**config.mk**
```make
export PLATFORM = sky130hd
export DESIGN_NAME = imem_loader_flat
export DESIGN_NICKNAME = d
export VERILOG_FILES = /design/src/rtl/imem_loader_if.sv /design/src/rtl/imem_loader.sv /design/src/flat_wrapper.sv
export SDC_FILE = /design/constraint.sdc
export NUM_CORES = 1
export LEC_CHECK = 0
export ABC_AREA = 1
export CORE_ASPECT_RATIO = 1.1
export CORE_UTILIZATION = 38
export CTS_CLUSTER_SIZE = 10
export DETAILED_ROUTE_END_ITERATION = 12
export GPL_TIMING_DRIVEN = 0
export HOLD_SLACK_MARGIN = 0.15
export PLACE_DENSITY = 0.63
export SLEW_MARGIN = 5
export SYNTH_ARGS = -nofsm -noshare
export SYNTH_HDL_FRONTEND = slang
export SYNTH_SLANG_ARGS = --single-unit
```
**constraint.sdc**
```tcl
create_clock -name clk -period 3.6 [get_ports clk]
set_input_delay 0.54 -clock clk [delete_from_list [all_inputs] [get_ports clk]]
set_output_delay 0.54 -clock clk [all_outputs]
set_load 0.005 [all_outputs]
```
**src/rtl/imem_loader_if.sv**
```systemverilog
// Bus bundle between the instruction-memory loader and its environment:
// load request, byte stream handshake, memory write port and CPU control.
interface imem_loader_if;
    logic        start;
    logic [7:0]  len;
    logic [7:0]  rx_data;
    logic        rx_valid;
    logic        rx_ready;
    logic        im_we;
    logic [7:0]  im_addr;
    logic [15:0] im_wdata;
    logic        cpu_rst;
    logic        busy;
    logic        done;
    logic        error;

    modport master (
        output start, len, rx_data, rx_valid,
        input  rx_ready, im_we, im_addr, im_wdata, cpu_rst, busy, done, error
    );

    modport slave (
        input  start, len, rx_data, rx_valid,
        output rx_ready, im_we, im_addr, im_wdata, cpu_rst, busy, done, error
    );
endinterface

```
**src/rtl/imem_loader.sv**
```systemverilog
// Streams big-endian byte pairs into instruction memory while holding the CPU in reset.
// Define LOADER_CHECKSUM_EN to require a trailing mod-256 checksum byte before release.
module imem_loader (
    input  logic         clk,
    input  logic         reset,
    imem_loader_if.slave bus
);

    typedef enum logic [2:0] {
        IDLE  = 3'd0,
        RX_HI = 3'd1,
        RX_LO = 3'd2,
        WRITE = 3'd3,
`ifdef LOADER_CHECKSUM_EN
        CHK   = 3'd4,
`endif
        DONE  = 3'd5
    } state_t;

    state_t      state;
    state_t      state_next;
    logic [8:0]  load_len;
    logic [8:0]  word_cnt;
    logic [7:0]  addr;
    logic [15:0] wdata;
    logic        cpu_hold;
    logic        in_chk;
    logic        xfer;
    logic        last_word;

    // A length byte of zero encodes a full 256-word image.
    function automatic logic [8:0] decode_len(input logic [7:0] l);
        return (l == 8'd0) ? 9'd256 : {1'b0, l};
    endfunction

    function automatic logic [7:0] csum_add(input logic [7:0] acc, input logic [7:0] b);
        return acc + b;
    endfunction

`ifdef LOADER_CHECKSUM_EN
    logic [7:0] csum;
    logic       err;

    assign in_chk = (state == CHK);
`else
    assign in_chk = 1'b0;
`endif

    assign bus.rx_ready = (state == RX_HI) || (state == RX_LO) || in_chk;
    assign xfer         = bus.rx_valid && bus.rx_ready;
    assign last_word    = (word_cnt + 9'd1) == load_len;

    assign bus.im_we    = (state == WRITE);
    assign bus.im_addr  = addr;
    assign bus.im_wdata = wdata;
    assign bus.cpu_rst  = cpu_hold;
    assign bus.busy     = (state != IDLE);
    assign bus.done     = (state == DONE);

    always_ff @(posedge clk) begin
        if (reset) begin
            state <= IDLE;
        end else begin
            state <= state_next;
        end
    end

    always_comb begin
        state_next = state;
        case (state)
            IDLE: begin
                if (bus.start) begin
                    state_next = RX_HI;
                end
            end
            RX_HI: begin
                if (xfer) begin
                    state_next = RX_LO;
                end
            end
            RX_LO: begin
                if (xfer) begin
                    state_next = WRITE;
                end
            end
            WRITE: begin
                if (last_word) begin
`ifdef LOADER_CHECKSUM_EN
                    state_next = CHK;
`else
                    state_next = DONE;
`endif
                end else begin
                    state_next = RX_HI;
                end
            end
`ifdef LOADER_CHECKSUM_EN
            CHK: begin
                if (xfer) begin
                    state_next = (bus.rx_data == csum) ? DONE : IDLE;
                end
            end
`endif
            DONE: begin
                state_next = IDLE;
            end
            default: begin
                state_next = IDLE;
            end
        endcase
    end

    // DONE is only ever entered on a good load, so entering it releases the CPU.
    always_ff @(posedge clk) begin
        if (reset) begin
            load_len <= 9'd0;
            word_cnt <= 9'd0;
            addr     <= 8'd0;
            wdata    <= 16'd0;
            cpu_hold <= 1'b1;
        end else begin
            if (state == IDLE && bus.start) begin
                load_len <= decode_len(bus.len);
                word_cnt <= 9'd0;
                addr     <= 8'd0;
                cpu_hold <= 1'b1;
            end
            if (state == RX_HI && xfer) begin
                wdata[15:8] <= bus.rx_data;
            end
            if (state == RX_LO && xfer) begin
                wdata[7:0] <= bus.rx_data;
            end
            if (state == WRITE) begin
                addr     <= addr + 8'd1;
                word_cnt <= word_cnt + 9'd1;
            end
            if (state != DONE && state_next == DONE) begin
                cpu_hold <= 1'b0;
            end
        end
    end

`ifdef LOADER_CHECKSUM_EN
    always_ff @(posedge clk) begin
        if (reset) begin
            csum <= 8'd0;
            err  <= 1'b0;
        end else begin
            if (state == IDLE && bus.start) begin
                csum <= 8'd0;
                err  <= 1'b0;
            end
            if ((state == RX_HI || state == RX_LO) && xfer) begin
                csum <= csum_add(csum, bus.rx_data);
            end
            if (state == CHK && xfer && bus.rx_data != csum) begin
                err <= 1'b1;
            end
        end
    end

    assign bus.error = err;
`else
    assign bus.error = 1'b0;
`endif

endmodule
```
**src/flat_wrapper.sv**
```systemverilog
// flat-port wrapper written by rule: the top's interface ports become plain ports
module imem_loader_flat 
  (clk, reset, bus_start, bus_len, bus_rx_data, bus_rx_valid, bus_rx_ready, bus_im_we, bus_im_addr, bus_im_wdata, bus_cpu_rst, bus_busy, bus_done, bus_error);
  imem_loader_if bus_i ();
  input  logic clk;
  input  logic reset;
  input wire logic [$bits(bus_i.start)-1:0] bus_start;
  input wire logic [$bits(bus_i.len)-1:0] bus_len;
  input wire logic [$bits(bus_i.rx_data)-1:0] bus_rx_data;
  input wire logic [$bits(bus_i.rx_valid)-1:0] bus_rx_valid;
  output wire logic [$bits(bus_i.rx_ready)-1:0] bus_rx_ready;
  output wire logic [$bits(bus_i.im_we)-1:0] bus_im_we;
  output wire logic [$bits(bus_i.im_addr)-1:0] bus_im_addr;
  output wire logic [$bits(bus_i.im_wdata)-1:0] bus_im_wdata;
  output wire logic [$bits(bus_i.cpu_rst)-1:0] bus_cpu_rst;
  output wire logic [$bits(bus_i.busy)-1:0] bus_busy;
  output wire logic [$bits(bus_i.done)-1:0] bus_done;
  output wire logic [$bits(bus_i.error)-1:0] bus_error;
  assign bus_i.start = bus_start;
  assign bus_i.len = bus_len;
  assign bus_i.rx_data = bus_rx_data;
  assign bus_i.rx_valid = bus_rx_valid;
  assign bus_rx_ready = bus_i.rx_ready;
  assign bus_im_we = bus_i.im_we;
  assign bus_im_addr = bus_i.im_addr;
  assign bus_im_wdata = bus_i.im_wdata;
  assign bus_cpu_rst = bus_i.cpu_rst;
  assign bus_busy = bus_i.busy;
  assign bus_done = bus_i.done;
  assign bus_error = bus_i.error;
  imem_loader u_core (.clk(clk), .reset(reset), .bus(bus_i));
endmodule
```
; Yosys cells after proc, flatten, opt, wreduce, memory -nomap -nowiden
; Index checks and enable logic that the tools add are counted.
[totals]
ff_bits = 46
out_inout_bits = 30
wordCells = 39
[classes]
add_sub_neg = 2
mux = 12
reduce_logical = 11
n_eq_ne = 7
[ops]
columns = cell, count
row1 = $mux W9, 3
row2 = $mux W8, 2
row3 = $mux W3, 4
row4 = $pmux W3 S4, 1
row5 = $add A9 B1 Y9 const B, 1
row6 = $eq A9 B9 Y1, 1
row7 = $add A8 B1 Y8 const B, 1
row8 = $logic_not A8 Y1, 1
row9 = $eq A3 B2 Y1 const B, 2
row10 = $eq A3 B3 Y1 const B, 2
row11 = $logic_and A1 B1 Y1, 5
row12 = $reduce_bool A2 Y1, 2
row13 = $eq A3 B1 Y1 const B, 1
row14 = $logic_not A3 Y1, 1
row15 = $ne A3 B3 Y1 const B, 1
row16 = $reduce_bool A3 Y1, 1
row17 = $mux W1, 2
row18 = $logic_or A1 B1 Y1, 1

; Depth between registers and ports, before layout
; Gate-level depths: netlist of run 1.
[depth]
ltp_word = 8
ltp_mapped = 12
mapped_depth_nobuf = 12

; Worst setup path after synthesis of run 1
; OpenSTA, ideal clock, no wires.
[synth_path]
kind = flip-flop to flip-flop
from = register u_core.word_cnt[0]
to = register u_core.cpu_hold, in the netlist u_core.bus.cpu_rst
path_stages_with_launch = 11
path_slack_ps = 2140
arrival_ps = 1351
synth_period_minus_slack_ps = 1460
setup_time_ps = 109
cell_sequence = dfxtp_1 -> ha_1 -> nand2_1 -> o21bai_1 -> nand2_1 -> nand2_1 -> nand3_1 -> nor2_2 -> nand3_1 -> nand2_1 -> inv_1
[synth_between]
elab_chain_cells = 7
[synth_rtl]
columns = element, line
row1 = start: declaration, imem_loader.sv:23  ; logic [8:0] word_cnt;
row2 = start signal: assignment, imem_loader.sv:136  ; word_cnt <= word_cnt + 9'd1;
row3 = $add A9 B1 Y9 (*), imem_loader.sv:51  ; assign last_word = (word_cnt + 9'd1) == load_len;
row4 = $eq A9 B9 Y1 (*), imem_loader.sv:51
row5 = $mux W3 (*), imem_loader.sv:87  ; if (last_word) begin
row6 = $pmux W3 S4 (*), imem_loader.sv:70  ; case (state)
row7 = $eq A3 B3 Y1 (*), imem_loader.sv:138  ; if (state != DONE && state_next == DONE) begin
row8 = $logic_and A1 B1 Y1 (*), imem_loader.sv:138
row9 = $mux W1 or $reduce_bool A2 Y1 (tied branches), --
row10 = end signal: assignment, imem_loader.sv:120  ; cpu_hold <= 1'b1;
row11 = end signal: assignment, imem_loader.sv:126  ; cpu_hold <= 1'b1;
row12 = end signal: assignment, imem_loader.sv:139  ; cpu_hold <= 1'b0;
row13 = end: declaration, imem_loader.sv:26  ; logic cpu_hold;
; Every way passes the cells marked *; elsewhere a longest branch is shown, timed or not.
; A chain may end at the register's enable or synchronous reset.

; Final worst setup path of run 1
[layout_path]
from = register u_core.state[1]
to = output port bus_im_we
[layout_between]
elab_chain_cells = 1
[layout_rtl]
columns = element, line
row1 = start: declaration, imem_loader.sv:20  ; state_t state;
row2 = start signal: assignment, imem_loader.sv:64  ; state <= state_next;
row3 = $eq A3 B2 Y1, imem_loader.sv:53  ; assign bus.im_we = (state == WRITE);
row4 = end: declaration, flat_wrapper.sv:12  ; output wire logic [$bits(bus_i.im_we)-1:0] bus_im_we;
; No other way between the ends.

==> results of run 1 <==
==> power groups by stage <==
stage	registers, mW	clock network (mW)	logic [mW]
2_1_floorplan	0.554	0	0.0792
3_3_place_gp	0.554	0	0.149
3_5_place_dp	0.555	0	0.150
4_1_cts	0.543	0.398	0.151
5_1_grt	0.546	0.417	0.169
6_report	0.543	0.387	0.150
==> per-stage QoR <==
stage | setup WS (ns) | total power [mW] | hold slack, ns
2_1_floorplan | 2.14 | 0.633 | 0.440
3_3_place_gp | 1.48 | 0.704 | 0.433
3_5_place_dp | 1.47 | 0.705 | 0.436
4_1_cts | 1.13 | 1.09 | 0.450
5_1_grt | 1.03 | 1.13 | 0.461
6_report | 1.17 | 1.08 | 0.445
==> routing by layer <==
layer	up-vias	routed length [um]
met1	969	2550
met5	-	0
met3	2	231
li1	1153	-
met2	46	2500
met4	0	27
==> registers in the layout (all words and copies together), names as in the netlist <==
register and count:
u_core.bus.cpu_rst 1, u_core.bus.im_addr 8, u_core.bus.im_wdata 16, u_core.load_len 9
u_core.state 3, u_core.word_cnt 9
==> cell usage after synthesis, types with 3 or more instances <==
| library cell | n |
|---|---|
| o21ai_0 | 30 |
| buf_4 | 4 |
| buf_2 | 4 |
| nand2_2 | 4 |
| nand2_1 | 67 |
| nand3_2 | 3 |
| a21oi_1 | 32 |
| nor2_2 | 3 |
| nand4_1 | 3 |
| nor2_1 | 34 |
| dfxtp_1 | 46 |
| nand3_1 | 27 |
| nor3_1 | 3 |
| inv_1 | 38 |
==> tightest hold or removal path, cell delays in order (launching register included) <==
cell	delay (ns)
dfxtp_1	0.32
inv_1	0.04
a21oi_1	0.04
==> area by class of cell <==
cell class	count	area [sq um]	share of cell area
flip-flops and latches	46	921	0.317
clock buffers	5	68.8	0.0237
multi-input cells	224	1080	0.372
inverters	39	146	0.0505
well taps	75	93.8	0.0323
clock inverters	3	43.8	0.0151
plain buffers	13	77.6	0.0267
repair buffers	47	470	0.162
==> logic make-up after synthesis <==
logic type / after synthesis / synth area share
XOR/XNOR: 1 / 0.00394
other: 1 / 0.00169
AND/OR/NAND/NOR: 151 / 0.304
buffers and inverters: 52 / 0.101
AO/OA/AOI/OAI: 69 / 0.164
adder cells (fa/ha/maj): 2 / 0.0112
flip-flops: 46 / 0.414
==> layout by cell type (no fill, tap or decap), types with 2 or more instances in the layout <==
cell and n:
a211oi_1 2, a21oi_1 32, a221oi_1 2, and3_1 2, buf_2 4, buf_4 4, clkbuf_1 2, clkbuf_8 5
clkdlybuf4s50_1 47, dfxtp_1 46, ha_1 2, inv_1 38, nand2_1 67, nand2_2 4, nand3_1 27, nand3_2 3
nand4_1 3, nor2_1 34, nor2_2 3, nor2_4 2, nor3_1 3, o21ai_0 30
==> how the worst min path moves through the flow <==
| stage | startpoint | endpoint | slack [ns] |
|---|---|---|---|
| detailed placement | u_core.bus.im_wdata[14] | u_core.bus.im_wdata[14] | 0.44 |
| floorplan | u_core.bus.im_wdata[10] | u_core.bus.im_wdata[10] | 0.44 |
| finish | u_core.bus.im_wdata[14] | u_core.bus.im_wdata[14] | 0.45 |
| global placement | u_core.bus.im_wdata[10] | u_core.bus.im_wdata[10] | 0.43 |
| global route | u_core.bus.im_wdata[14] | u_core.bus.im_wdata[14] | 0.46 |
| CTS | u_core.bus.im_wdata[14] | u_core.bus.im_wdata[14] | 0.45 |
==> impl_metrics.toml, run 1 <==
[critical_path]
reg2reg_to = "u_core.state[2]"
cp_slowest_cell = "clkdlybuf4s50_1"
endpoint_kind = "output port"
startpoint_type = "flip-flop"
critPathKind = "flip-flop to output port"
r2r_cells = 11
cpPeakStageDelay_ns = 0.54
crit_buf_inv = 4
r2r-start = "u_core.word_cnt[0]"
path_depth = 6
required_ns = 3.06
rrSetupSlack_ns = 1.81
crit_chain = "inv_1 > nor2_2 > nand2_2 > inv_2 > buf_2 > clkdlybuf4s50_1"
crit_start = "u_core.state[1]"
path_delay_family = "buffers and inverters"
worstPathMaxFanout = 10
critical_path.endpoint = "bus_im_we"
worstPathArrival_ns = 1.89

[finish]
nets = 398
fin_area_sq_um = 2900
drive_gt1_frac = 0.0875
area_delta_synth_final_pct = 30.4
fill_cells = 559
stdcell_count = 452
post-route-util = 0.528
diodes = 0

[logic_synthesis]
ys_ff_latch = 46
yosysSeqAreaShare = 0.414
synthCells = 322
syn-num-nets = 344
ys.flop_type = "dfxtp_1"
synth_top_area_cell = "dfxtp_1"
avgSynthCellArea_sq_um = 6.91
ys_types = 32
synth_area_sq_um = 2220
synth-edff-count = 0
synth_warnings = 0
yosysTopAreaCellShare = 0.414
ys_async_sr_fraction = 0
synth_area_leaders = "dfxtp_1, nand2_1, a21oi_1, o21ai_0, inv_1"

[floorplan]
io_pins = 50
start_util = 0.404
fp.coreArea_sq_um = 5500
dieArea_sq_um = 6160
num_rows = 28
dieWidth_um = 75.0
fp.dieH_um = 82.2

[power]
combPwrFrac = 0.139
p_int_mw = 0.811
pwr-share-seq = 0.503
p_clk_frac = 0.358
cellLeakagePower_nw = 1.11
p_per_area_nw_per_um2 = 372
swShare = 0.248
switchingPower_mw = 0.268
peakVddDrop_uv = 205

[grt]
antenna_found_initial = 0
use_met3 = 0.0328
first_global_vias = 1968
use_met2 = 0.317
grt_pass1_wl_um = 8690
grt_busiest_layer = "met2"
grt-ovfl-total = 0
track_usage = 0.184
grt_max_degree = 16
use_met1 = 0.234

[clock_network]
ctsHoldBuffers = 0
cts_setup_buffers = 0
postCtsResizedCells = 0
insertion_delay_ns = 0.30
clkTransAtPathRegs_ns = 0.09
htree_num_levels = 2
cts_sinks = 46
cts_tree = "yes"
cts_buffers = 5
cts.path.max_buffers = 2
root_buffer = "clkbuf_8"

[timing]
fin_crit_sh = 0.676
relSlewSlack = 0.654
fmax_ghz = 0.411
hold_violations = 0
worst_slew_pin_slew_ns = 0.519
min_period_ns = 2.43
finalSetupViolations = 0
fin_setup_tns_ns = 0
finalClockSkew_ns = 0.00544
rsz0062_at_grt = "no"
slew_viol_final = 0

[drt]
vias_per_cell = 4.80
post_drt_wl_per_cell_um = 11.8
drt_pass1_iterations = 4
vias = 2170
wl_um = 5310
first_iter_violations = 123
drc = 0
postRouteAntennaNets = 0

[placed_design]
io_buffer_count = 47
place_area_sq_um = 2790
dp.cells = 444
place.gp.congestion = 0.907
dp_hpwl_um = 4050

[outcome]
status = "completed"

[worst_hold_path]
hold_path.class = "flip-flop to flip-flop"
hold_depth = 2

[job]
drv_cap = 0
Note: power is estimated with default switching activity, not from simulation.
==> run 2, diff against run 1 <==
==> constraint.sdc (replaced) <==
create_clock -name clk -period 2.5 [get_ports clk]
set_input_delay 0.375 -clock clk [delete_from_list [all_inputs] [get_ports clk]]
set_output_delay 0.375 -clock clk [all_outputs]
set_load 0.005 [all_outputs]
==> results of run 2 <==
Same layout as run 1 (identical final DEF). Status: completed.
Among the figures that moved: setup slack after placement 1.47 ns -> 0.538 ns; setup slack after layout 1.17 ns -> 0.231 ns; hold slack 0.445 ns -> 0.392 ns; register-to-register setup slack 1.81 ns -> 0.71 ns; end point of the worst hold path u_core.bus.im_wdata[14] -> u_core.state[1]; total power 1.08 mW -> 1.55 mW; worst IR drop on VDD 205 uV -> 295 uV
